--- src/rtl/fifo_burst_drainer.sv ---
// fifo_burst_drainer: read-side consumer of the write-data FIFO. It pops
// words in order, packs up to BurstLen of them into one burst request with an
// auto-incrementing word address, and can flush a partial burst once the FIFO
// has run dry. Everything lives in the FIFO read-clock domain.
module fifo_burst_drainer #(
  parameter int                   DataWidth = 8,
  parameter int                   BurstLen  = 4,
  parameter int                   AddrWidth = 12,
  parameter logic [AddrWidth-1:0] BaseAddr  = '0
) (
  input  logic                          i_clk,
  input  logic                          i_rst,
  input  logic                          i_fifo_empty,
  output logic                          o_fifo_rd_en,
  input  logic [DataWidth-1:0]          i_fifo_rd_data,
  input  logic                          i_flush,
  output logic                          o_req_valid,
  input  logic                          i_req_ready,
  output logic [AddrWidth-1:0]          o_req_addr,
  output logic [DataWidth*BurstLen-1:0] o_req_data,
  output logic [$clog2(BurstLen):0]     o_req_words,
  output logic                          o_busy
);

  localparam int                  CntWidth = $clog2(BurstLen) + 1;
  localparam logic [CntWidth-1:0] FullCnt  = CntWidth'(BurstLen);
  localparam logic [CntWidth-1:0] OneCnt   = CntWidth'(1);

  typedef enum logic [1:0] {
    IDLE = 2'd0,
    FILL = 2'd1,
    REQ  = 2'd2
  } state_t;

  state_t                        state_q, state_d;
  logic [CntWidth-1:0]           issued_q, issued_d;
  logic [CntWidth-1:0]           captured_q, captured_d;
  logic                          rd_en_q;
  logic [AddrWidth-1:0]          addr_q, addr_d;
  logic [DataWidth*BurstLen-1:0] data_q, data_d;
  logic                          rd_en;
  logic                          flush_ok;

  // A flush may only close a burst once every popped word has landed in a slot.
  assign flush_ok = i_flush && i_fifo_empty && (captured_q == issued_q) &&
                    (captured_q != '0);

  // Next-state logic: pop scheduling, slot capture, flush and handshake.
  always_comb begin
    state_d    = state_q;
    issued_d   = issued_q;
    captured_d = captured_q;
    addr_d     = addr_q;
    data_d     = data_q;
    rd_en      = 1'b0;
    case (state_q)
      IDLE: begin
        if (!i_fifo_empty) begin
          state_d = FILL;
        end else begin
          state_d = IDLE;
        end
      end
      FILL: begin
        rd_en = !i_fifo_empty && (issued_q < FullCnt);
        if (rd_en) begin
          issued_d = issued_q + OneCnt;
        end else begin
          issued_d = issued_q;
        end
        // Read data trails the pop by one cycle; rd_en_q marks it valid.
        if (rd_en_q) begin
          data_d[captured_q*DataWidth +: DataWidth] = i_fifo_rd_data;
          captured_d = captured_q + OneCnt;
        end else begin
          captured_d = captured_q;
        end
        if (captured_d == FullCnt) begin
          state_d = REQ;
        end else if (flush_ok) begin
          state_d = REQ;
        end else begin
          state_d = FILL;
        end
      end
      REQ: begin
        if (i_req_ready) begin
          addr_d     = addr_q + AddrWidth'(captured_q);
          issued_d   = '0;
          captured_d = '0;
          data_d     = '0;
          state_d    = IDLE;
        end else begin
          state_d = REQ;
        end
      end
      default: begin
        state_d = IDLE;
      end
    endcase
  end

  // Registered state; reset drops any words popped but not yet requested.
  always_ff @(posedge i_clk) begin
    if (i_rst) begin
      state_q    <= IDLE;
      issued_q   <= '0;
      captured_q <= '0;
      rd_en_q    <= 1'b0;
      addr_q     <= BaseAddr;
      data_q     <= '0;
    end else begin
      state_q    <= state_d;
      issued_q   <= issued_d;
      captured_q <= captured_d;
      rd_en_q    <= o_fifo_rd_en;
      addr_q     <= addr_d;
      data_q     <= data_d;
    end
  end

  // The pop strobe is combinational so it can follow the empty flag directly.
  assign o_fifo_rd_en = rd_en && !i_rst;
  assign o_req_valid  = (state_q == REQ);
  assign o_busy       = (state_q != IDLE);
  assign o_req_addr   = addr_q;
  assign o_req_data   = data_q;
  assign o_req_words  = captured_q;

endmodule

--- config.mk ---
export PLATFORM = sky130hd
export DESIGN_NAME = fifo_burst_drainer
export DESIGN_NICKNAME = d
export VERILOG_FILES = /design/src/rtl/fifo_burst_drainer.sv
export SDC_FILE = /design/constraint.sdc
export NUM_CORES = 1
export LEC_CHECK = 0
export CAP_MARGIN = 0
export CORE_UTILIZATION = 53
export CTS_CLUSTER_DIAMETER = 200
export CTS_CLUSTER_SIZE = 20
export DETAILED_ROUTE_END_ITERATION = 8
export GPL_ROUTABILITY_DRIVEN = 0
export PLACE_DENSITY = 0.85
export SETUP_SLACK_MARGIN = 0.02
export SLEW_MARGIN = 5
export SYNTH_ARGS = -nofsm -noshare
export SYNTH_HDL_FRONTEND = slang
export SYNTH_SLANG_ARGS = --single-unit
--- constraint.sdc ---
create_clock -name i_clk -period 3.15 [get_ports i_clk]
set_input_delay 0.63 -clock i_clk [delete_from_list [all_inputs] [get_ports i_clk]]
set_output_delay 0.63 -clock i_clk [all_outputs]
set_load 0.03 [all_outputs]
**Word level (Yosys, flattened, before mapping)**

Index checks and enable logic that the tools add are counted.

- $add $sub $neg: 4
- Multiply operators: 0
- Divide/modulo/power cells: 0
- Magnitude comparators: 1
- Equality and inequality tests: 7
- Shift-type cells: 2
- Mux-type cells: 16
- Bitwise gates (word level): 0
- Reductions and logical operators: 15

Operators by type and width:

| operator | number |
|---|---|
| $mux 32 | 2 |
| $pmux 32 s2 | 1 |
| $neg 6->34 | 1 |
| $shift 8x34->32 const A | 1 |
| $shiftx 8x34->32 | 1 |
| $bwmux 32 | 1 |
| $add 12x3->12 | 1 |
| $mux 3 | 4 |
| $pmux 3 s2 | 2 |
| $add 3x1->3 const B | 2 |
| $mux 2 | 3 |
| $pmux 2 s3 | 1 |
| $reduce_and 3->1 | 2 |
| $logic_and 1x1->1 | 5 |
| $ne 2x2->1 const B | 2 |
| $reduce_and 2->1 | 2 |
| $reduce_bool 2->1 | 2 |
| $eq 3x3->1 | 1 |
| $eq 3x3->1 const B | 1 |
| $lt 3x3->1 const B | 1 |
| $reduce_bool 3->1 | 1 |
| $eq 2x1->1 const B | 1 |
| $eq 2x2->1 const B | 1 |
| $logic_not 1->1 | 2 |
| other kinds (3) | 4 |

- Bits in registers: 53
- Bits in latches: 0
- Memory bits (writable): 0
- Bits in read-only memories: 0
- Input port bits: 13
- Output and inout bits: 50
- Word-level logic and storage cells: 51
- Memories kept: 0

**Depth between registers and ports, before layout**

- Depth in word-level cells: 6
- Mapped depth: 9
- Mapped depth without buffers: 7

**Worst setup path before layout**

No wires, ideal clock.

- Path type: input-to-output
- Start: input port i_rst
- End: output port o_fifo_rd_en
- Data arrival time: 1.885 ns
- Required time: 2.520 ns
- Path slack: 0.635 ns
- Stages: 2
- Path buffers: 1
- Cell sequence: clkbuf_1 nor4b_1

- Cells in the longest elaborated chain, start to end: 2

Ends and longest elaborated chain:

| item | line | text |
|---|---|---|
| start, declared | 12 | `input logic i_rst,` |
| $logic_not 1->1 | 123 | `assign o_fifo_rd_en = rd_en && !i_rst;` |
| $logic_and 1x1->1 | 123 |  |
| end, declared | 14 | `output logic o_fifo_rd_en,` |

No other way between the ends.

**Worst setup path in the final report**

- Start: register captured_q[0], in the netlist o_req_words[0]
- End: register data_q[5], in the netlist o_req_data[5]

- Cells in the longest elaborated chain, start to end: 5

Ends and longest elaborated chain:

| item | line | text |
|---|---|---|
| start, declared | 37 | `logic [CntWidth-1:0] captured_q, captured_d;` |
| start signal, assigned | 115 | `captured_q <= captured_d;` |
| $neg 6->34 * | 73 | `data_d[captured_q*DataWidth +: DataWidth] = i_fifo_rd_data;` |
| $shiftx 8x34->32 / $shift 8x34->32 (equally long branches) | 73 |  |
| $bwmux 32 * | 73 |  |
| $mux 32 * | 72 | `if (rd_en_q) begin` |
| $pmux 32 s2 * | 56 | `case (state_q)` |
| end signal, assigned | 118 | `data_q <= data_d;` |
| end, declared | 40 | `logic [DataWidth*BurstLen-1:0] data_q, data_d;` |

Mark *: on every way between the ends. The rest lies on a longest branch, timed or not. The select of a mux whose other input is x is not followed.
A chain may end at the register's enable or synchronous reset.

==> summary.txt <==
Clock period minus worst slack: 2600 ps
Total Power Consumption: 1.21 mW
WL met3: 400 µm
Type of the most critical hold path: reg2reg
Rows: 24
Number of antenna diodes: 0
Area added between synthesis and finish: 28.0%
Warnings, synthesis: 0
Cell area after synthesis: 2540 µm²
# setup viols final: 0
Standard cell area after detailed placement: 3170 µm²
Number of buffers added for setup after CTS: 0
Count of mapped cells out of synthesis: 292
Die Y-Extent: 71.2 µm
Maximum clock frequency: 384 MHz
Post-synthesis sequential element count: 53
Number of fill cells in the layout: 369
Wire length per cell after detailed routing: 15.0 µm
Count of cells resized by post-cts repair: 0
Fin Clk Skew: 10.5 ps
Average footprint of a synthesized cell: 8.69 µm²
Hold violation total from the final report: 0
R2R Path Start: o_req_words[0]
Post-synthesis async set-or-reset flop share: 0%
Max-cap violations: 0
Total gr overflow: 0
Critical path peak fanout: 13
Number of antenna violations at the first check in global routing: 0
Die area: 5070 µm²
Most repeated cell in the gate-level netlist after synthesis: dfxtp_1
Final #Nets: 376
EDFF count, synth: 0
Number of different library cells in the post-synthesis netlist: 49
Area of the core region: 4470 µm²
Cell types occupying the most area after synthesis: dfxtp_1 42%, a21oi_1 7.3%, ha_1 6.9%
Violated checks: DRC
Required time reported for the critical path endpoint: 3410 ps
DR WL met2: 2.83 mm
Fin Setup TNS: 0 ps
Maximum VDD drop: 0.192 mV
Capturing element type of the critical path: flip-flop
Reg2Reg Setup Slack: 550 ps
Detailed-placement wirelength estimate: 4.20 mm
Worst-margin pin slew: 525 ps
Leak pwr: 1.14 nW
Unrepaired setup endpoints after global routing: false
Type of the setup path with the least slack: reg2reg
WL met1: 2.70 mm
Part of the Yosys area used for sequential elements: 41.8%
Quantity of hold-fixing buffers added after cts: 0
Number of buffers on the longest clock path: 2
Post-Route Utilization: 72.6%
CTS sink count: 53
Number of top-level pins: 63
Largest net degree at the start of global routing: 49
DRT antenna net count: 0
Total power per unit cell area: 372 nW/µm²
I/O Buffers: 62
Routed wire length: 6.01 mm
Commonest register cell after synthesis: dfxtp_1
Reg2reg path depth: 7
Starting density of the core: 56.7%
Yosys top cell area share: 41.8%
Area of all sequential standard cells: 1060 µm²
Cell area after layout: 3250 µm²
Data arrival at the endpoint of the critical path: 2860 ps
Cell accounting for the most synthesized area: dfxtp_1
Clk pin slew, worst setup/hold paths: 90 ps
Insertion delay to the later sink of the worst-skew pair: 310 ps
Synth cell count leaders: 53 x dfxtp_1, 37 x a21oi_1, 34 x nand2_1
Root buffer cell: clkbuf_8
Hold depth: 2
Drt initial violations: 210
First-pass iteration count of the detailed router: 8
GRT Overall Usage: 23.6%
Via total after detailed routing: 2322
CP Launch Type: flip-flop
Final number of max-transition violations: 0
H-tree level count: 2
Hold endpoint: o_req_data[10]
Area of combinational cells with multiple inputs: 1370 µm²
Result of the run: finished, violations left
HP Start: o_req_data[10]
Fraction of layout instances using a drive strength above 1: 7.16%
Top Metal Used: met4
Post-synthesis net count: 320
Number of global-route vias before repair: 2144
Reg-to-reg critical path endpoint: o_req_data[5]
Period utilization: 82.7%
Number of vias per cell after detailed routing: 5.79
CTS tree: yes
Count of unresolved DRC violations after routing: 7
Worst slew margin relative to its limit: 65.0%
Width of the chip: 71.2 µm
Wire length of the first global-routing pass: 9.65 mm
Number of buffers created by CTS: 5
==> per-layer routing <==
| metal | vias up | GRT usage, % |
|---|---|---|
| met1 | 1070 | 31.2 |
| li1 | 1150 | - |
| met3 | 12 | 3.66 |
| met2 | 90 | 40.2 |
| met5 | - | 0 |
| met4 | 0 | 6.67 |
==> how the worst max path moves through the flow <==
| stage | from | cells past startpoint | end | slack (ps) |
|---|---|---|---|---|
| 6_report | o_req_words[0] | 7 | o_req_data[5] | 550 |
| 5_1_grt | o_req_words[0] | 7 | o_req_data[5] | 290 |
| 3_5_place_dp | o_req_words[0] | 7 | o_req_data[5] | 600 |
| 3_3_place_gp | o_req_words[0] | 7 | o_req_data[2] | 660 |
| 2_1_floorplan | i_rst | 2 | o_fifo_rd_en | 640 |
| 4_1_cts | o_req_words[0] | 7 | o_req_data[5] | 550 |
==> flip-flops by register name, summed over array words and instances, names as in the netlist <==
| register | count |
|---|---|
| o_req_words | 3 |
| o_req_addr | 12 |
| issued_q | 3 |
| state_q | 2 |
| o_req_data | 32 |
| rd_en_q | 1 |
==> placed cells by master (no fill, tap or decap), types with 2 or more instances in the layout <==
cell	n
nor3_1	2
nand3_1	28
nand3b_1	2
o211ai_1	2
or2_2	8
a21o_1	4
and4_1	2
nor2_1	15
a21oi_1	37
nand4_1	3
xor2_1	7
clkbuf_8	5
ha_1	14
nand2_1	34
and3_1	2
clkbuf_1	2
nand2b_1	3
nor2b_1	2
buf_4	3
a22o_1	8
a211oi_1	2
nor4b_1	2
clkdlybuf4s50_1	61
nor4_1	4
dfxtp_1	53
or3_1	5
o21ai_0	8
inv_1	9
==> through the flow <==
step	setup WS, ps	hold slack [ps]	instances
6_report	546	452	401
5_1_grt	287	479	401
4_1_cts	550	456	401
3_5_place_dp	598	443	393
3_3_place_gp	662	439	393
2_1_floorplan	635	460	292
==> final cells by class <==
class	instances	area share (%)
inverter	9	1.04
sequential	53	32.7
timing repair buffer	64	19.5
tap	52	2.00
multi-input combinational	215	42.2
clock inverter	1	0.231
clock buffer	7	2.35
==> power by group <==
part	internal, mW	total [mW]	leakage (nW)	switching (mW)
Sequential	0.683	0.694	0.428	0.0114
Combinational	0.0573	0.137	0.675	0.0796
Clock	0.158	0.376	0.0385	0.218
Total	0.898	1.21	1.14	0.309
==> worst max-delay path, stage by stage (launching register included) <==
cell and delay, ps:
dfxtp_1 660, inv_1 190, ha_1 240, ha_1 350
nor4_1 350, nand3_1 190, nor4_4 370, a22o_1 220
==> cell families (layout without fill, tap and decap cells) <==
| logic type | after synthesis | count (layout) | share of synthesized area, % |
|---|---|---|---|
| buffers and inverters | 24 | 81 | 4.14 |
| xor gates and xnor gates | 8 | 8 | 2.76 |
| and+or+nand+nor | 122 | 122 | 26.7 |
| DFF | 53 | 53 | 41.8 |
| AOI/OAI and AO/OA | 69 | 69 | 16.6 |
| adders and majority gates | 15 | 15 | 7.69 |
| muxes | 1 | 1 | 0.394 |
Power figures use the tool's default switching activity.
